**src/rtl/tlb_write_ctrl.sv**
```systemverilog
// Write-side sequencer for the cascaded TLB header chain (TLBWI/TLBWR move-to-front)
// plus the CP0 Random/Wired victim-selection registers.
module tlb_write_ctrl #(
    parameter int unsigned N_ENTRY    = 32,
    parameter logic [4:0]  RANDOM_TOP = 5'd31
) (
    input  logic                clk,
    input  logic                rst,
    input  logic                req,
    input  logic                useRandom,
    input  logic [4:0]          indexReg,
    input  logic [15:0]         pageMask,
    input  logic [18:0]         vpn2,
    input  logic                g,
    input  logic [7:0]          asid,
    input  logic                wiredWe,
    input  logic [4:0]          wiredIn,
    input  logic [N_ENTRY-1:0]  indexMatch,
    output logic [4:0]          indexSel,
    output logic [N_ENTRY-1:0]  shift,
    output logic [48:0]         cascadeHead,
    output logic [4:0]          wired,
    output logic [4:0]          random,
    output logic                busy,
    output logic                ack,
    output logic                err
);

    localparam int unsigned CONTENT_W = 44;

    typedef enum logic [1:0] {
        IDLE   = 2'd0,
        LOOKUP = 2'd1,
        SHIFT  = 2'd2,
        DONE   = 2'd3
    } state_t;

    state_t                 state;
    state_t                 state_n;
    logic [CONTENT_W-1:0]   content;
    logic [CONTENT_W-1:0]   content_n;
    logic [4:0]             index_sel_n;
    logic [N_ENTRY-1:0]     shift_n;
    logic [N_ENTRY-1:0]     match_mask;
    logic                   no_match;
    logic                   no_match_n;
    logic                   busy_n;
    logic                   ack_n;
    logic                   err_n;
    logic [4:0]             wired_n;
    logic [4:0]             random_n;

    assign cascadeHead = {indexSel, content};

    // Bits 0..p set, p = lowest matching chain position; x ^ (x-1) yields exactly that.
    always_comb begin
        match_mask = '0;
        if (indexMatch != '0) begin
            match_mask = indexMatch ^ (indexMatch - N_ENTRY'(1));
        end
    end

    always_ff @(posedge clk or posedge rst) begin
        if (rst) begin
            state <= IDLE;
        end else begin
            state <= state_n;
        end
    end

    // Next-state and next-value decode for the write sequence.
    always_comb begin
        state_n     = state;
        index_sel_n = indexSel;
        content_n   = content;
        no_match_n  = no_match;
        shift_n     = '0;
        ack_n       = 1'b0;
        err_n       = 1'b0;
        unique case (state)
            IDLE: begin
                if (req) begin
                    index_sel_n = useRandom ? random : indexReg;
                    content_n   = {pageMask, vpn2, g, asid};
                    state_n     = LOOKUP;
                end
            end
            LOOKUP: begin
                shift_n    = match_mask;
                no_match_n = (indexMatch == '0);
                state_n    = SHIFT;
            end
            SHIFT: begin
                ack_n   = 1'b1;
                err_n   = no_match;
                state_n = DONE;
            end
            DONE: begin
                state_n = IDLE;
            end
            default: begin
                state_n = IDLE;
            end
        endcase
        busy_n = (state_n != IDLE);
    end

    // Shift enables come straight from a flop so they cannot glitch.
    always_ff @(posedge clk or posedge rst) begin
        if (rst) begin
            indexSel <= '0;
            content  <= '0;
            no_match <= 1'b0;
            shift    <= '0;
            busy     <= 1'b0;
            ack      <= 1'b0;
            err      <= 1'b0;
        end else begin
            indexSel <= index_sel_n;
            content  <= content_n;
            no_match <= no_match_n;
            shift    <= shift_n;
            busy     <= busy_n;
            ack      <= ack_n;
            err      <= err_n;
        end
    end

    // Random counts down toward Wired and wraps to the top; a Wired write restarts it.
    always_comb begin
        wired_n  = wired;
        random_n = random;
        if (wiredWe) begin
            wired_n  = wiredIn;
            random_n = RANDOM_TOP;
        end else if (wired == RANDOM_TOP || random == wired || random == 5'd0) begin
            random_n = RANDOM_TOP;
        end else begin
            random_n = random - 5'd1;
        end
    end

    always_ff @(posedge clk or posedge rst) begin
        if (rst) begin
            wired  <= 5'd0;
            random <= RANDOM_TOP;
        end else begin
            wired  <= wired_n;
            random <= random_n;
        end
    end

endmodule

```
**config.mk**
```make
export PLATFORM = sky130hd
export DESIGN_NAME = tlb_write_ctrl
export DESIGN_NICKNAME = d
export VERILOG_FILES = /design/src/rtl/tlb_write_ctrl.sv
export SDC_FILE = /design/constraint.sdc
export NUM_CORES = 1
export LEC_CHECK = 0
export ABC_AREA = 1
export ABC_CLOCK_PERIOD_IN_PS = 5200
export BUFFER_PORTS_ARGS = -buffer_cell sky130_fd_sc_hd__buf_2
export CORE_MARGIN = 5
export CORE_UTILIZATION = 51
export DETAILED_ROUTE_END_ITERATION = 12
export PLACE_DENSITY_LB_ADDON = 0.3
export SLEW_MARGIN = 20
export SYNTH_ARGS = -nofsm -noshare
export SYNTH_HDL_FRONTEND = slang
export SYNTH_SLANG_ARGS = --single-unit
```
**constraint.sdc**
```tcl
create_clock -name clk -period 5.2 [get_ports clk]
set_input_delay 0.26 -clock clk [delete_from_list [all_inputs] [get_ports clk]]
set_output_delay 0.26 -clock clk [all_outputs]
set_load 0.02 [all_outputs]
```
==> impl_metrics.json <==
{
  "status": "finished clean",
  "antenna_found_initial": 0,
  "post-route-period-util_pct": 35.6,
  "drc": 0,
  "hold_viol": 0,
  "p_leak_nw": 3.25,
  "htreeDepth": 3,
  "syn_nets": 601,
  "die_w_um": 102,
  "ys_ff_latch": 97,
  "final.setup.tns_ns": 0,
  "crit_fanout": 50,
  "slew_headroom_pct": 46.5,
  "clk_pin_slew_worst_paths_ns": 0.10,
  "wl_um": 10700,
  "dr.pass1.iters": 4,
  "swShare_pct": 39.8,
  "layout_common_cells": "nand2_1, buf_2, dfrtp_1",
  "dr_total_vias": 3763,
  "synth_top_area_cell": "dfrtp_1",
  "place_congestion": 0.856,
  "async_flop_share_pct": 100,
  "end_kind": "register",
  "cp.required_ns": 5.43,
  "ys_types": 31,
  "final_area_sq_um": 5530,
  "start_util_pct": 52.4,
  "cts-root-buf": "clkbuf_8",
  "routed.top_layer": "met4",
  "p_switching_mw": 1.04,
  "pwr-share-seq_pct": 41.5,
  "via_per_inst": 4.70,
  "cts.sinks": 97,
  "cts_buffers": 9,
  "hpwl_um": 8320,
  "die_y_um": 102,
  "coreArea_sq_um": 8220,
  "grt_use_total_pct": 20.3,
  "nets": 786,
  "drtIter0Drc": 144,
  "combPwrFrac_pct": 37.8,
  "reg2regPathDepth": 8,
  "grt_pass1_wl_um": 16800,
  "synthesis.area_sq_um": 4310,
  "period_minus_slack_ns": 1.85,
  "finalPower_mw": 2.62,
  "layout-drive-gt1-share_pct": 37.1,
  "wl_met1_um": 4250,
  "gr-total-overflow": 0,
  "io_pins": 190,
  "synth_top_flop_cell": "dfrtp_1",
  "powerDensity_nw_per_um2": 474,
  "rsz0062_at_grt": "no",
  "placed_area_sq_um": 5290,
  "place.port_buffers": 189,
  "area_growth_pct": 28.3,
  "fmax_mhz": 540,
  "wl_per_cell_um": 13.4,
  "layout_commonest_cell": "nand2_1",
  "synth_edf_count": 0,
  "skew_ns": 0.0120,
  "worstSetupPathType": "register to register",
  "cts_tree": "done",
  "yosysWarnings": 0,
  "finalMaxSlewViolations": 0,
  "placementRows": 33,
  "fillCellCount": 706,
  "ys_seq_area_share_pct": 56.5,
  "grt_start_max_net_pins": 53,
  "synth.area.top_cells": "dfrtp_1, nand2_1, inv_1",
  "clkPwrFrac_pct": 20.7,
  "die_area_sq_um": 10400,
  "n_antenna_cell": 0,
  "postRouteAntennaNets": 0,
  "syn_area_per_cell_sq_um": 8.53,
  "insertion_delay_ns": 0.34,
  "synth_top_area_share_pct": 53.4,
  "grt_pass1_vias": 3701,
  "routed-wl-met2_um": 5400,
  "regArea_sq_um": 2430,
  "multiInputGateArea_sq_um": 1510,
  "startpoint_type": "register",
  "clockBufferDepth": 2,
  "wl_met3_um": 856,
  "syn_inst": 505,
  "whs_path_depth": 3,
  "tightest_slew_ns": 0.803,
  "setup_viol": 0,
  "arrival_ns": 2.08,
  "drv_cap": 0,
  "hold_path.class": "primary input to register",
  "p_int_mw": 1.58,
  "peakVddDrop_mv": 0.175
}
cell type report:
type / count / share of cell area, %
Sequential cell: 97 / 44.0
Clock buffer: 10 / 2.49
Multi-Input combinational cell: 323 / 27.2
Timing Repair Buffer: 193 / 17.7
Tap cell: 105 / 2.38
Clock inverter: 6 / 1.63
Inverter: 66 / 4.57
power groups by stage:
stage | logic [mW] | registers, mW | clock network [mW]
floorplan | 0.411 | 1.35 | 0
global placement | 0.971 | 1.10 | 0
detailed placement | 1.00 | 1.10 | 0
CTS | 1.01 | 1.09 | 0.558
global route | 1.09 | 1.11 | 0.589
finish | 0.989 | 1.09 | 0.543
what timing repair did:
action                                 4_1_cts  5_1_grt
endpoints found under the hold margin       45        0
hold buffers                                 1        0
setup buffers                                0        0
resized for setup                            0        0
metrics by stage:
stage          instances  util [%]  hold WS [ns]  setup slack (ns)
2_1_floorplan        505         -         0.370              2.41
3_3_place_gp         783      64.4         0.353              3.40
3_5_place_dp         783      64.4         0.361              3.31
4_1_cts              800      67.3        0.0877              3.31
5_1_grt              800      67.3        0.0931              3.17
6_report             800      67.3         0.103              3.35
critical path, cell delays in order, from the launching register on:
cell and delay (ns):
dfrtp_1 0.37, inv_1 0.07, ha_1 0.22, nand2_1 0.07, buf_4 0.41, inv_1 0.08
buf_4 0.29, o211ai_1 0.16, nand2_1 0.07
final timing paths:
| check | start | to | slack, ns |
|---|---|---|---|
| worst min register to register | no_match | err | 0.48 |
| max in group asynchronous | rst | shift[17] | 3.60 |
| worst max register to register | state[0] | indexSel[1] | 3.35 |
| worst min-delay path | pageMask[6] | content[34] | 0.10 |
| min in group asynchronous | rst | content[31] | 0.53 |
| worst max-delay path | state[0] | indexSel[1] | 3.35 |
kinds of logic (layout without fill, tap and decap cells):
family / after synthesis / after routing / share of synthesized area, %
AOI/OAI and AO/OA: 14 / 14 / 2.00
adders and majority gates: 5 / 5 / 1.45
buffers and inverters: 85 / 275 / 8.57
xor gates and xnor gates: 6 / 6 / 1.22
and+or+nand+nor: 297 / 297 / 30.0
muxes: 1 / 1 / 0.261
DFF: 97 / 97 / 56.5
sequential cells by signal, summed over array words and instances, names as in the netlist, 2 cells and up:
signal / cells
content: 44
indexSel: 5
random: 5
shift: 32
state: 2
wired: 5
routing by layer:
layer,up-vias,track usage [%]
met5,-,0
met3,14,3.21
met2,156,36.3
li1,1879,-
met1,1714,25.2
met4,0,6.46
Yosys cell counts (2+ instances only):
master	number
nand2_1	193
dfrtp_1	92
inv_1	53
nor2_1	47
nor2_2	16
nand3_1	12
inv_2	11
nor3_1	10
buf_4	7
clkbuf_1	7
nand3_2	6
o21ai_0	6
dfstp_2	5
ha_1	5
o211ai_1	5
buf_2	4
nand2_2	4
xor2_1	4
nand3_4	3
nand4_1	3
xnor2_1	2
No activity file was read; power rests on OpenSTA's default activity.
